File: config.mk
export PLATFORM = sky130hd
export DESIGN_NAME = spike_rate_decoder
export DESIGN_NICKNAME = d
export VERILOG_FILES = /design/src/rtl/spike_rate_decoder.sv
export SDC_FILE = /design/constraint.sdc
export NUM_CORES = 1
export LEC_CHECK = 0
export CORE_ASPECT_RATIO = 1.4
export CORE_MARGIN = 2
export CORE_UTILIZATION = 35
export CTS_CLUSTER_DIAMETER = 150
export DETAILED_ROUTE_END_ITERATION = 16
export SLEW_MARGIN = 0
export SYNTH_ARGS = -nofsm -noshare
export SYNTH_HDL_FRONTEND = slang
export SYNTH_SLANG_ARGS = --single-unit
File: constraint.sdc
create_clock -name clk -period 3.3 [get_ports clk]
set_input_delay 0.495 -clock clk [delete_from_list [all_inputs] [get_ports clk]]
set_output_delay 0.495 -clock clk [all_outputs]
set_load 0.05 [all_outputs]
File: src/rtl/spike_rate_decoder.sv
// spike_rate_decoder: turns a single-bit spike train into numbers.
//   - Counts spikes over a programmable window of clock cycles. Windows run
//     back-to-back while enable is high. Each completed window is offered to
//     the consumer through a valid/ready handshake.
//   - Measures the interval between consecutive spikes. This path is
//     independent of the window FSM.
// Ports:
//   clk, reset       rising-edge clock, asynchronous active-high reset
//   enable           run windows back-to-back while high
//   window_len       window length in cycles, sampled at each window start
//   spike            spike input; each high cycle is one spike
//   rate, rate_sat   spike count of the last completed window, and its saturation flag
//   out_valid        rate/rate_sat hold an unconsumed result
//   out_ready        consumer accepts the result when out_valid is also high
//   overrun          sticky: a result was overwritten before it was consumed
//   isi, isi_valid   last inter-spike interval (saturating); valid after two spikes
//   busy             a window is being counted
module spike_rate_decoder #(
    parameter int unsigned WIN_W = 8,
    parameter int unsigned CNT_W = 8
) (
    input  logic             clk,
    input  logic             reset,
    input  logic             enable,
    input  logic [WIN_W-1:0] window_len,
    input  logic             spike,
    output logic [CNT_W-1:0] rate,
    output logic             rate_sat,
    output logic             out_valid,
    input  logic             out_ready,
    output logic             overrun,
    output logic [WIN_W-1:0] isi,
    output logic             isi_valid,
    output logic             busy
);

    typedef enum logic {
        IDLE  = 1'b0,
        COUNT = 1'b1
    } state_t;

    localparam logic [CNT_W-1:0] CNT_MAX = '1;
    localparam logic [WIN_W-1:0] WIN_MAX = '1;

    state_t           state;
    state_t           state_next;
    logic [WIN_W-1:0] len;
    logic [WIN_W-1:0] cyc;
    logic [CNT_W-1:0] acc;
    logic             sat;
    logic [WIN_W-1:0] t;
    logic             seen_one;

    logic             start_c;
    logic             last_c;
    logic             rearm_c;
    logic [CNT_W-1:0] acc_upd_c;
    logic             sat_upd_c;

    // State register
    always_ff @(posedge clk or posedge reset) begin
        if (reset) begin
            state <= IDLE;
        end else begin
            state <= state_next;
        end
    end

    // Next-state logic
    always_comb begin
        state_next = state;
        case (state)
            IDLE:    if (start_c) state_next = COUNT;
            COUNT:   if (last_c && !rearm_c) state_next = IDLE;
            default: state_next = IDLE;
        endcase
    end

    // Output / control decode
    always_comb begin
        busy      = (state == COUNT);
        start_c   = (state == IDLE) && enable && (window_len != '0);
        last_c    = (state == COUNT) && (cyc == len - WIN_W'(1));
        rearm_c   = last_c && enable && (window_len != '0);
        // Count includes this cycle's spike; hold at max and flag the attempt.
        acc_upd_c = (spike && (acc != CNT_MAX)) ? acc + CNT_W'(1) : acc;
        sat_upd_c = sat | (spike && (acc == CNT_MAX));
    end

    // Window counters; a (re)start clears them so windows abut with no gap
    always_ff @(posedge clk or posedge reset) begin
        if (reset) begin
            len <= '0;
            cyc <= '0;
            acc <= '0;
            sat <= 1'b0;
        end else if (start_c || rearm_c) begin
            len <= window_len;
            cyc <= '0;
            acc <= '0;
            sat <= 1'b0;
        end else if (state == COUNT) begin
            cyc <= cyc + WIN_W'(1);
            acc <= acc_upd_c;
            sat <= sat_upd_c;
        end
    end

    // Result register and handshake; a new result always wins over a pop
    always_ff @(posedge clk or posedge reset) begin
        if (reset) begin
            rate      <= '0;
            rate_sat  <= 1'b0;
            out_valid <= 1'b0;
            overrun   <= 1'b0;
        end else if (last_c) begin
            rate      <= acc_upd_c;
            rate_sat  <= sat_upd_c;
            out_valid <= 1'b1;
            if (out_valid && !out_ready) begin
                overrun <= 1'b1;
            end
        end else if (out_valid && out_ready) begin
            out_valid <= 1'b0;
        end
    end

    // Inter-spike interval: free-running saturating timer reset by each spike
    always_ff @(posedge clk or posedge reset) begin
        if (reset) begin
            t         <= '0;
            seen_one  <= 1'b0;
            isi       <= '0;
            isi_valid <= 1'b0;
        end else if (spike) begin
            t        <= '0;
            seen_one <= 1'b1;
            if (seen_one) begin
                isi       <= (t == WIN_MAX) ? WIN_MAX : t + WIN_W'(1);
                isi_valid <= 1'b1;
            end
        end else if (t != WIN_MAX) begin
            t <= t + WIN_W'(1);
        end
    end

endmodule

==> results of run 1 <==
==> layer usage <==
metal,share of wire [%],track usage [%],up-vias
li1,-,-,1040
met3,3.2,2.55,8
met1,43,16.0,990
met5,0,0,-
met4,1.5,4.43,0
met2,53,23.9,34
==> Yosys cell counts (2+ instances only) <==
cell	n
dfrtp_1	55
nand2_1	28
nor2_1	26
o21ai_0	18
a21oi_1	15
nand3_1	13
xor2_1	13
clkbuf_1	12
xnor2_1	11
nor3_1	7
and3_1	6
inv_1	6
mux2i_1	6
ha_1	4
mux2_1	4
mux2_2	4
nand2b_1	4
nor2b_1	4
nand4_1	3
o31ai_1	3
a2111oi_0	2
a31oi_1	2
and2_1	2
and4_1	2
nor4_1	2
nor4_2	2
or2_2	2
or4_1	2
==> power by group through the flow <==
stage / registers, uW / logic, uW / clock network [uW]
after floorplan: 1240 / 733 / 0
after global placement: 1140 / 1100 / 0
after detailed placement: 1150 / 1120 / 0
after CTS: 1130 / 1130 / 403
after global routing: 1170 / 1240 / 435
final: 1130 / 1110 / 388
==> per-stage QoR <==
step / cell area (um2) / util [%] / std cells
6_report: 3330 / 42.9 / 410
2_1_floorplan: 2800 / - / 278
4_1_cts: 3330 / 42.9 / 410
5_1_grt: 3330 / 42.9 / 410
3_5_place_dp: 3230 / 41.7 / 402
3_3_place_gp: 3230 / 41.7 / 402
==> flip-flops by register name, summed over array words and instances, names as in the netlist <==
name,cells
acc,8
cyc,8
isi,8
len,8
rate,8
t,8
busy,1
isi_valid,1
out_valid,1
overrun,1
rate_sat,1
sat,1
seen_one,1
==> path summary, 6_finish.rpt <==
kind                                start         to
worst max-delay path               len[0]     len[5]
worst min-delay path            isi_valid  isi_valid
worst max register to register     len[0]     len[5]
worst min register to register  isi_valid  isi_valid
max in group asynchronous           reset     isi[3]
min in group asynchronous           reset    rate[6]
==> logic make-up (layout without fill, tap and decap cells) <==
family          count (synthesis)  in the layout
compound gates                 55             55
xor+xnor                       24             24
fa+ha+maj                       4              4
buf+inv                        20             52
flops                          55             55
mux                            14             14
simple gates                  106            106
==> layout make-up <==
class,instances,area (um2)
clock buffers,6,82.6
clock inverters,2,13.8
fillers,778,4420
inverters,6,22.5
multi-input cells,203,1340
flip-flops and latches,55,1380
well taps,100,125
repair buffers,38,368
==> placed cells by master, fill, tap and decap left out, types with 3 or more instances in the layout <==
cell type        count
xnor2_1             11
ha_1                 4
inv_1                5
nor2b_1              4
xor2_1              13
o31ai_1              3
nor3_1               7
clkbuf_8             6
a21oi_1             15
nand3_1             13
buf_4                5
mux2i_1              6
and3_1               6
nand4_1              3
mux2_1               4
dfrtp_1             55
mux2_2               4
nand2b_1             4
nor2_1              26
nand2_1             28
o21ai_0             18
clkdlybuf4s50_1     33
==> flow_summary.json, run 1 <==
{
  "status": "completed",
  "fin_tns_setup_ns": 0,
  "whs_path_depth": 1,
  "gp_routability_congestion": 0.799,
  "synth_top_family_by_area": "simple AND/OR/NAND/NOR gates",
  "area_growth_pct": 18.9,
  "sum_of_buffers_and_inverters_on_the_critical_path": 1,
  "pre_cts_slack_ns": 0.614,
  "synthesis.nets": 295,
  "timing_worst_setup_path_type": "flip-flop to flip-flop",
  "grt_pass1_wl_um": 9240,
  "grt_antenna_before_repair": 0,
  "number_of_setup_buffers_added_after_cts": 0,
  "clock.fmax_mhz": 373,
  "rsz_0062_raised_after_global_routing": "false",
  "synth_mux_area_share_pct": 5.36,
  "critPathMaxFanout": 14,
  "fin_ws_ns": 0.622,
  "peakVddDrop_uv": 288,
  "yosys.cell_types.count": 48,
  "power.density_nw_per_um2": 789,
  "post_synth_and_or_nand_nor_area_fraction_pct": 19.3,
  "finalCriticalPeriod_ns": 2.68,
  "crit_path_max_incr_delay_ns": 0.45,
  "clock_tree.root_cell": "clkbuf_8",
  "cp_num_cells": 8,
  "synth_compound_area_share_pct": 13.9,
  "intPower_uw": 1520,
  "clock_latency_ns": 0.31,
  "dieWidth_um": 79.6,
  "dominantRegCellSynth": "dfrtp_1",
  "numCtsBuffers": 5,
  "num_rows": 38,
  "diodes": 0,
  "critical-path-top-delay-family": "compound AO/OA/AOI/OAI gates",
  "seq_total_area_yosys_pct": 49.2,
  "yosys_warning_count": 0,
  "initialDrtViolationCount": 65,
  "holdBufCountCts": 0,
  "wire_per_inst_um": 13.0,
  "clkTransAtPathRegs_ns": 0.10,
  "vias_per_cell": 5.05,
  "fin_worst_hold_slack_ns": 0.472,
  "initial_core_utilization_pct": 36.1,
  "power.total_uw": 2620,
  "synthDominantAreaCellType": "dfrtp_1",
  "netlist_area_um2": 2800,
  "num-nets-final": 326,
  "holdCritPathClass": "flip-flop to flip-flop",
  "clock_path_buffers": 2,
  "postSynth.asyncResetShare_pct": 100,
  "maximum_clock_skew_at_final_layout_ns": 0.0210,
  "synth_xor_xnor_area_share_pct": 7.51,
  "dp.final_hpwl_um": 4000,
  "worst_ep_arrival_time_ns": 2.88,
  "netlist_top_cells_area": "dfrtp_1 49%, xor2_1 4.1%, nand2_1 3.8%",
  "cts_resized": 0,
  "die_h_um": 110,
  "placeableCoreArea_um2": 7750,
  "crit_slowest_cell": "a21oi_4",
  "final_hold_viol_count": 0,
  "synthesis.instances": 278,
  "synth_top_area_share_pct": 49.2,
  "finalMaxSlewViolations": 0,
  "synth_edf_count": 0,
  "reg2regPathDepth": 8,
  "timing.final.setup_violations": 0,
  "max-cap-violations": 0,
  "ys_ff_latch": 55,
  "required_ns": 3.50,
  "syn_avg_cell_area_um2": 10.1,
  "share_comb_of_total_power_pct": 42.2,
  "grt_overflow_total": 0,
  "vias": 2072,
  "totalWireLength_um": 5340,
  "grt_pass1_vias": 1953,
  "drc": 0,
  "tritoncts": "done",
  "power.switching_uw": 1100,
  "slew_of_the_pin_with_the_lowest_slew_margin_ns": 0.683,
  "post_route_cells_drive_above_1_share_pct": 9.68,
  "number_of_primary_i_o_pins": 34,
  "final_period_util_pct": 81.2,
  "power.static_leakage_uw": 0.00144,
  "area_of_the_die_um2": 8740,
  "critPathCaptureType": "flip-flop",
  "buffer_ports.inserted": 33,
  "adder_cell_share_of_the_synthesized_area_pct": 1.79,
  "seqPwrFrac_pct": 43.0,
  "sw_frac_of_total_pct": 42.0,
  "global_route.usage.total_pct": 13.4,
  "start_kind": "flip-flop",
  "cts.sinks": 55,
  "reg2reg_setup_slack_ns": 0.62,
  "grt_start_max_net_pins": 56,
  "detail-route-antenna-nets": 0,
  "detail_route.first_pass.iterations": 4,
  "timing.slew.headroom_pct": 54.5,
  "power.share.clock_pct": 14.8,
  "h_tree_depth_reported_by_cts": 2,
  "timing.critical_path.cells": "inv_1 -> ha_1 -> nand2b_1 -> o211a_1 -> o31ai_1 -> o2111ai_4 -> a21oi_4 -> mux2_2"
}
Power figures use the tool's default switching activity.
==> run 2: changes to the inputs <==
clock period = 2.4 ns   (was 3.3 ns; I/O delays follow)
==> flow_summary.json, run 2 (synthesis gave the netlist of run 1 again) <==
{
  "status": "completed",
  "grt_overflow_total": 0,
  "tritoncts": "done",
  "holdCritPathClass": "primary input to async pin",
  "wire_per_inst_um": 13.8,
  "max-cap-violations": 0,
  "slew_of_the_pin_with_the_lowest_slew_margin_ns": 0.497,
  "timing_worst_setup_path_type": "flip-flop to flip-flop",
  "clock_latency_ns": 0.32,
  "diodes": 0,
  "die_h_um": 110,
  "timing.slew.headroom_pct": 66.7,
  "reg2regPathDepth": 9,
  "area_of_the_die_um2": 8740,
  "final_hold_viol_count": 0,
  "finalMaxSlewViolations": 0,
  "num_rows": 38,
  "finalCriticalPeriod_ns": 2.33,
  "totalWireLength_um": 5830,
  "detail-route-antenna-nets": 0,
  "number_of_primary_i_o_pins": 34,
  "final_period_util_pct": 97.2,
  "place_area_um2": 3370,
  "h_tree_depth_reported_by_cts": 2,
  "power.static_leakage_uw": 0.00153,
  "holdBufCountCts": 0,
  "critPathCaptureType": "flip-flop",
  "grt_start_max_net_pins": 35,
  "dp.final_hpwl_um": 4270,
  "timing.critical_path.cells": "inv_1 -> ha_2 -> o21bai_1 -> a2111o_1 -> o311ai_4 -> o2111ai_4 -> a21oi_4 -> buf_12 -> mux2_2",
  "timing.final.setup_violations": 0,
  "fin_worst_hold_slack_ns": 0.372,
  "vias": 2150,
  "grt_pass1_wl_um": 9840,
  "fin_tns_setup_ns": 0,
  "num-nets-final": 338,
  "clkTransAtPathRegs_ns": 0.10,
  "fin_ws_ns": 0.0673,
  "maximum_clock_skew_at_final_layout_ns": 0.0103,
  "stdcell_area_um2": 3500,
  "detail_route.first_pass.iterations": 4,
  "post_route_cells_drive_above_1_share_pct": 14.6,
  "initialDrtViolationCount": 76,
  "dieWidth_um": 79.6,
  "peakVddDrop_uv": 320,
  "drc": 0,
  "global_route.usage.total_pct": 14.5,
  "required_ns": 2.60,
  "crit_path_max_incr_delay_ns": 0.42,
  "utilization_pct": 45.2,
  "power.density_nw_per_um2": 1100,
  "crit_slowest_cell": "dfrtp_1",
  "area_growth_pct": 25.1,
  "worst_ep_arrival_time_ns": 2.54,
  "grt_pass1_vias": 2112,
  "pre_cts_slack_ns": -0.0407,
  "grt_antenna_before_repair": 0,
  "critPathMaxFanout": 9,
  "gp_routability_congestion": 0.829,
  "numCtsBuffers": 5,
  "initial_core_utilization_pct": 36.1,
  "final_common_cell": "dfrtp_1",
  "buffer_ports.inserted": 33,
  "vias_per_cell": 5.09,
  "start_kind": "flip-flop",
  "clock.fmax_mhz": 429,
  "clock_tree.root_cell": "clkbuf_8",
  "placeableCoreArea_um2": 7750,
  "cts.sinks": 55,
  "clock_path_buffers": 2,
  "mostFrequentLayoutCells": "55 x dfrtp_1, 33 x clkdlybuf4s50_1, 28 x nand2_1, 26 x nor2_1, 18 x o21ai_0"
}
run 2: cell types whose count changed in the layout (fill, tap and decap cells not counted), sizes merged:
cell      before  now
clkinv         1    0
clkinvlp       0    1
buf            5   17
run 2: metal layers:
layer	wire length, um	GRT usage, %	vias up	part of all wire (%)
met5	0	0	-	0
met4	99	7.76	0	1.7
met3	116	1.72	6	2.0
met2	3150	26.1	29	54
met1	2470	16.6	1057	42
li1	-	-	1058	-
run 2: worst max-delay path, delay by kind of cell (launching register included):
kind	cells	cell delay (ns)
DFF	1	0.42
AOI/OAI and AO/OA	5	1.06
adders and majority gates	1	0.21
muxes	1	0.33
buffers and inverters	2	0.21
run 2: timing repair:
| item | CTS | global route |
|---|---|---|
| resized for setup | 0 | 3 |
| buffers inserted | 0 | 1 |
| endpoints found under the setup margin | 0 | 14 |
run 2: final cells by class:
class,count,area [um2]
multi-input cells,203,1390
inverters,6,22.5
clock buffers,6,72.6
repair buffers,50,495
fillers,738,4250
flip-flops and latches,55,1380
well taps,100,125
clock inverters,2,16.3
run 2: worst paths after layout:
check	startpoint	endpoint	slack (ns)
worst max-delay path	len[1]	len[4]	0.07
worst min-delay path	reset	rate[5]	0.37
worst max register to register	len[1]	len[4]	0.07
worst min register to register	overrun	overrun	0.47
max in group asynchronous	reset	cyc[3]	1.47
min in group clk	overrun	overrun	0.47
run 2: stage by stage:
step	cells	total power (uW)
after floorplan	278	2810
after global placement	413	3280
after detailed placement	413	3320
after CTS	421	3850
after global routing	422	4150
final	422	3870
run 2: power breakdown:
group	switching, uW	internal, uW
registers	312	1190
logic	998	845
clock network	314	210
total	1620	2250
==> run 3: changes to the inputs <==
CORE_MARGIN = not set   (was 2)
clock period = 2.7 ns   (was 2.4 ns; I/O delays follow)
==> flow_summary.json, run 3 (synthesis gave the netlist of run 1 again) <==
{
  "power.switching_uw": 1370,
  "grt_pass1_vias": 2147,
  "gp_routability_congestion": 0.785,
  "start_kind": "flip-flop",
  "clock_path_buffers": 2,
  "timing.slew.headroom_pct": 66.3,
  "clkTransAtPathRegs_ns": 0.10,
  "finalCriticalPeriod_ns": 2.49,
  "finalMaxSlewViolations": 0,
  "numCtsBuffers": 5,
  "dp.final_hpwl_um": 3980,
  "diodes": 0,
  "wire_per_inst_um": 13.4,
  "cts.sinks": 55,
  "placeableCoreArea_um2": 7750,
  "grt_overflow_total": 0,
  "area_of_the_die_um2": 8360,
  "num-nets-final": 330,
  "critPathMaxFanout": 8,
  "vias": 2086,
  "post_route_cells_drive_above_1_share_pct": 10.8,
  "mostFrequentLayoutCells": "55 x dfrtp_1, 33 x clkdlybuf4s50_1, 28 x nand2_1, 26 x nor2_1, 18 x o21ai_0",
  "initialDrtViolationCount": 130,
  "slew_of_the_pin_with_the_lowest_slew_margin_ns": 0.505,
  "worst_ep_arrival_time_ns": 2.67,
  "peakVddDrop_uv": 396,
  "timing.final.setup_violations": 0,
  "final_hold_viol_count": 0,
  "timing_worst_setup_path_type": "flip-flop to flip-flop",
  "numPlacedInstances": 404,
  "final_common_cell": "dfrtp_1",
  "final_period_util_pct": 92.1,
  "detail-route-antenna-nets": 0,
  "critPathCaptureType": "flip-flop",
  "global_route.usage.met1_pct": 17.5,
  "maximum_clock_skew_at_final_layout_ns": 0.0134,
  "power.density_nw_per_um2": 956,
  "drc": 0,
  "cell_count_final_fillers_out": 414,
  "share_comb_of_total_power_pct": 43.2,
  "clock_tree.root_cell": "clkbuf_8",
  "global_route.usage.total_pct": 14.9,
  "grt_antenna_before_repair": 0,
  "die_h_um": 108,
  "max-cap-violations": 0,
  "number_of_primary_i_o_pins": 34,
  "met3_track_usage_gr_pct": 2.63,
  "power.static_leakage_uw": 0.00146,
  "seqPwrFrac_pct": 42.7,
  "final-seq-area_um2": 1380,
  "holdCritPathClass": "primary input to async pin",
  "required_ns": 2.88,
  "initial_core_utilization_pct": 36.1,
  "grt_util_met2_pct": 27.2,
  "num_rows": 38,
  "sw_frac_of_total_pct": 42.6,
  "rsz_0062_raised_after_global_routing": "false",
  "fin_tns_setup_ns": 0,
  "power.share.clock_pct": 14.1,
  "status": "completed",
  "n_fill_cell": 754,
  "intPower_uw": 1850,
  "clock_latency_ns": 0.31,
  "totalWireLength_um": 5540,
  "detail_route.first_pass.iterations": 4,
  "dieWidth_um": 77.6,
  "grt_pass1_wl_um": 9920,
  "pre_cts_slack_ns": 0.115,
  "multiInputGateArea_um2": 1340,
  "fin_ws_ns": 0.214,
  "tritoncts": "done",
  "area_growth_pct": 20.2,
  "clock.fmax_mhz": 402,
  "h_tree_depth_reported_by_cts": 2,
  "grt-busiest-layer": "met2",
  "grt_start_max_net_pins": 56,
  "buffer_ports.inserted": 33,
  "vias_per_cell": 5.04
}
[run 3: worst max-delay path: stages, from the launching register on]
cell	delay (ns)
dfrtp_1	0.45
inv_1	0.07
ha_1	0.30
o21bai_1	0.19
a2111o_1	0.42
o311ai_2	0.11
o2111ai_4	0.20
a21oi_4	0.17
buf_4	0.15
mux2_1	0.32
[run 3: power groups by stage]
stage | Combinational [uW] | Sequential [uW] | Clock [uW]
6_report | 1390 | 1370 | 452
5_1_grt | 1550 | 1420 | 504
4_1_cts | 1390 | 1370 | 472
3_5_place_dp | 1380 | 1390 | 0
3_3_place_gp | 1350 | 1380 | 0
2_1_floorplan | 895 | 1510 | 0
[run 3: cell type report]
type	count	share of cell area [%]
Clock buffer	6	2.16
Clock inverter	2	0.372
Inverter	6	0.670
Multi-Input combinational cell	203	40.0
Sequential cell	55	40.9
Tap cell	100	3.72
Timing Repair Buffer	42	12.2
[run 3: repair_timing]
item                                    4_1_cts  5_1_grt
endpoints found under the hold margin         0        0
hold buffers                                  0        0
resized for setup                             0        1
buffers inserted                              0        2
endpoints found under the setup margin        0       10
[run 3: worst paths after layout]
path	slack, ns	to	cells past startpoint	from
hold reg to reg	0.47	overrun	1	overrun
setup reg to reg	0.21	len[7]	9	len[0]
setup / recovery	0.21	len[7]	9	len[0]
hold / removal	0.45	t[6]	3	reset
min in group clk	0.47	overrun	1	overrun
max in group asynchronous	1.99	len[6]	3	reset
[run 3: routing by layer]
layer  routed length (um)  part of all wire, %  vias to the layer above
li1                     -                    -                     1046
met5                    0                    0                        -
met2                 2960                   53                       20
met1                 2410                   43                     1014
met3                  112                  2.0                        6
met4                   63                  1.1                        0
[run 3: stage by stage]
| step | total power, uW | util (%) | hold WS [ns] | cell area [um2] |
|---|---|---|---|---|
| finish | 3210 | 43.4 | 0.453 | 3360 |
| global route | 3480 | 43.4 | 0.487 | 3360 |
| CTS | 3240 | 43.1 | 0.468 | 3340 |
| detailed placement | 2770 | 42.0 | 0.450 | 3260 |
| global placement | 2730 | 42.0 | 0.450 | 3260 |
| floorplan | 2410 | - | 0.437 | 2800 |
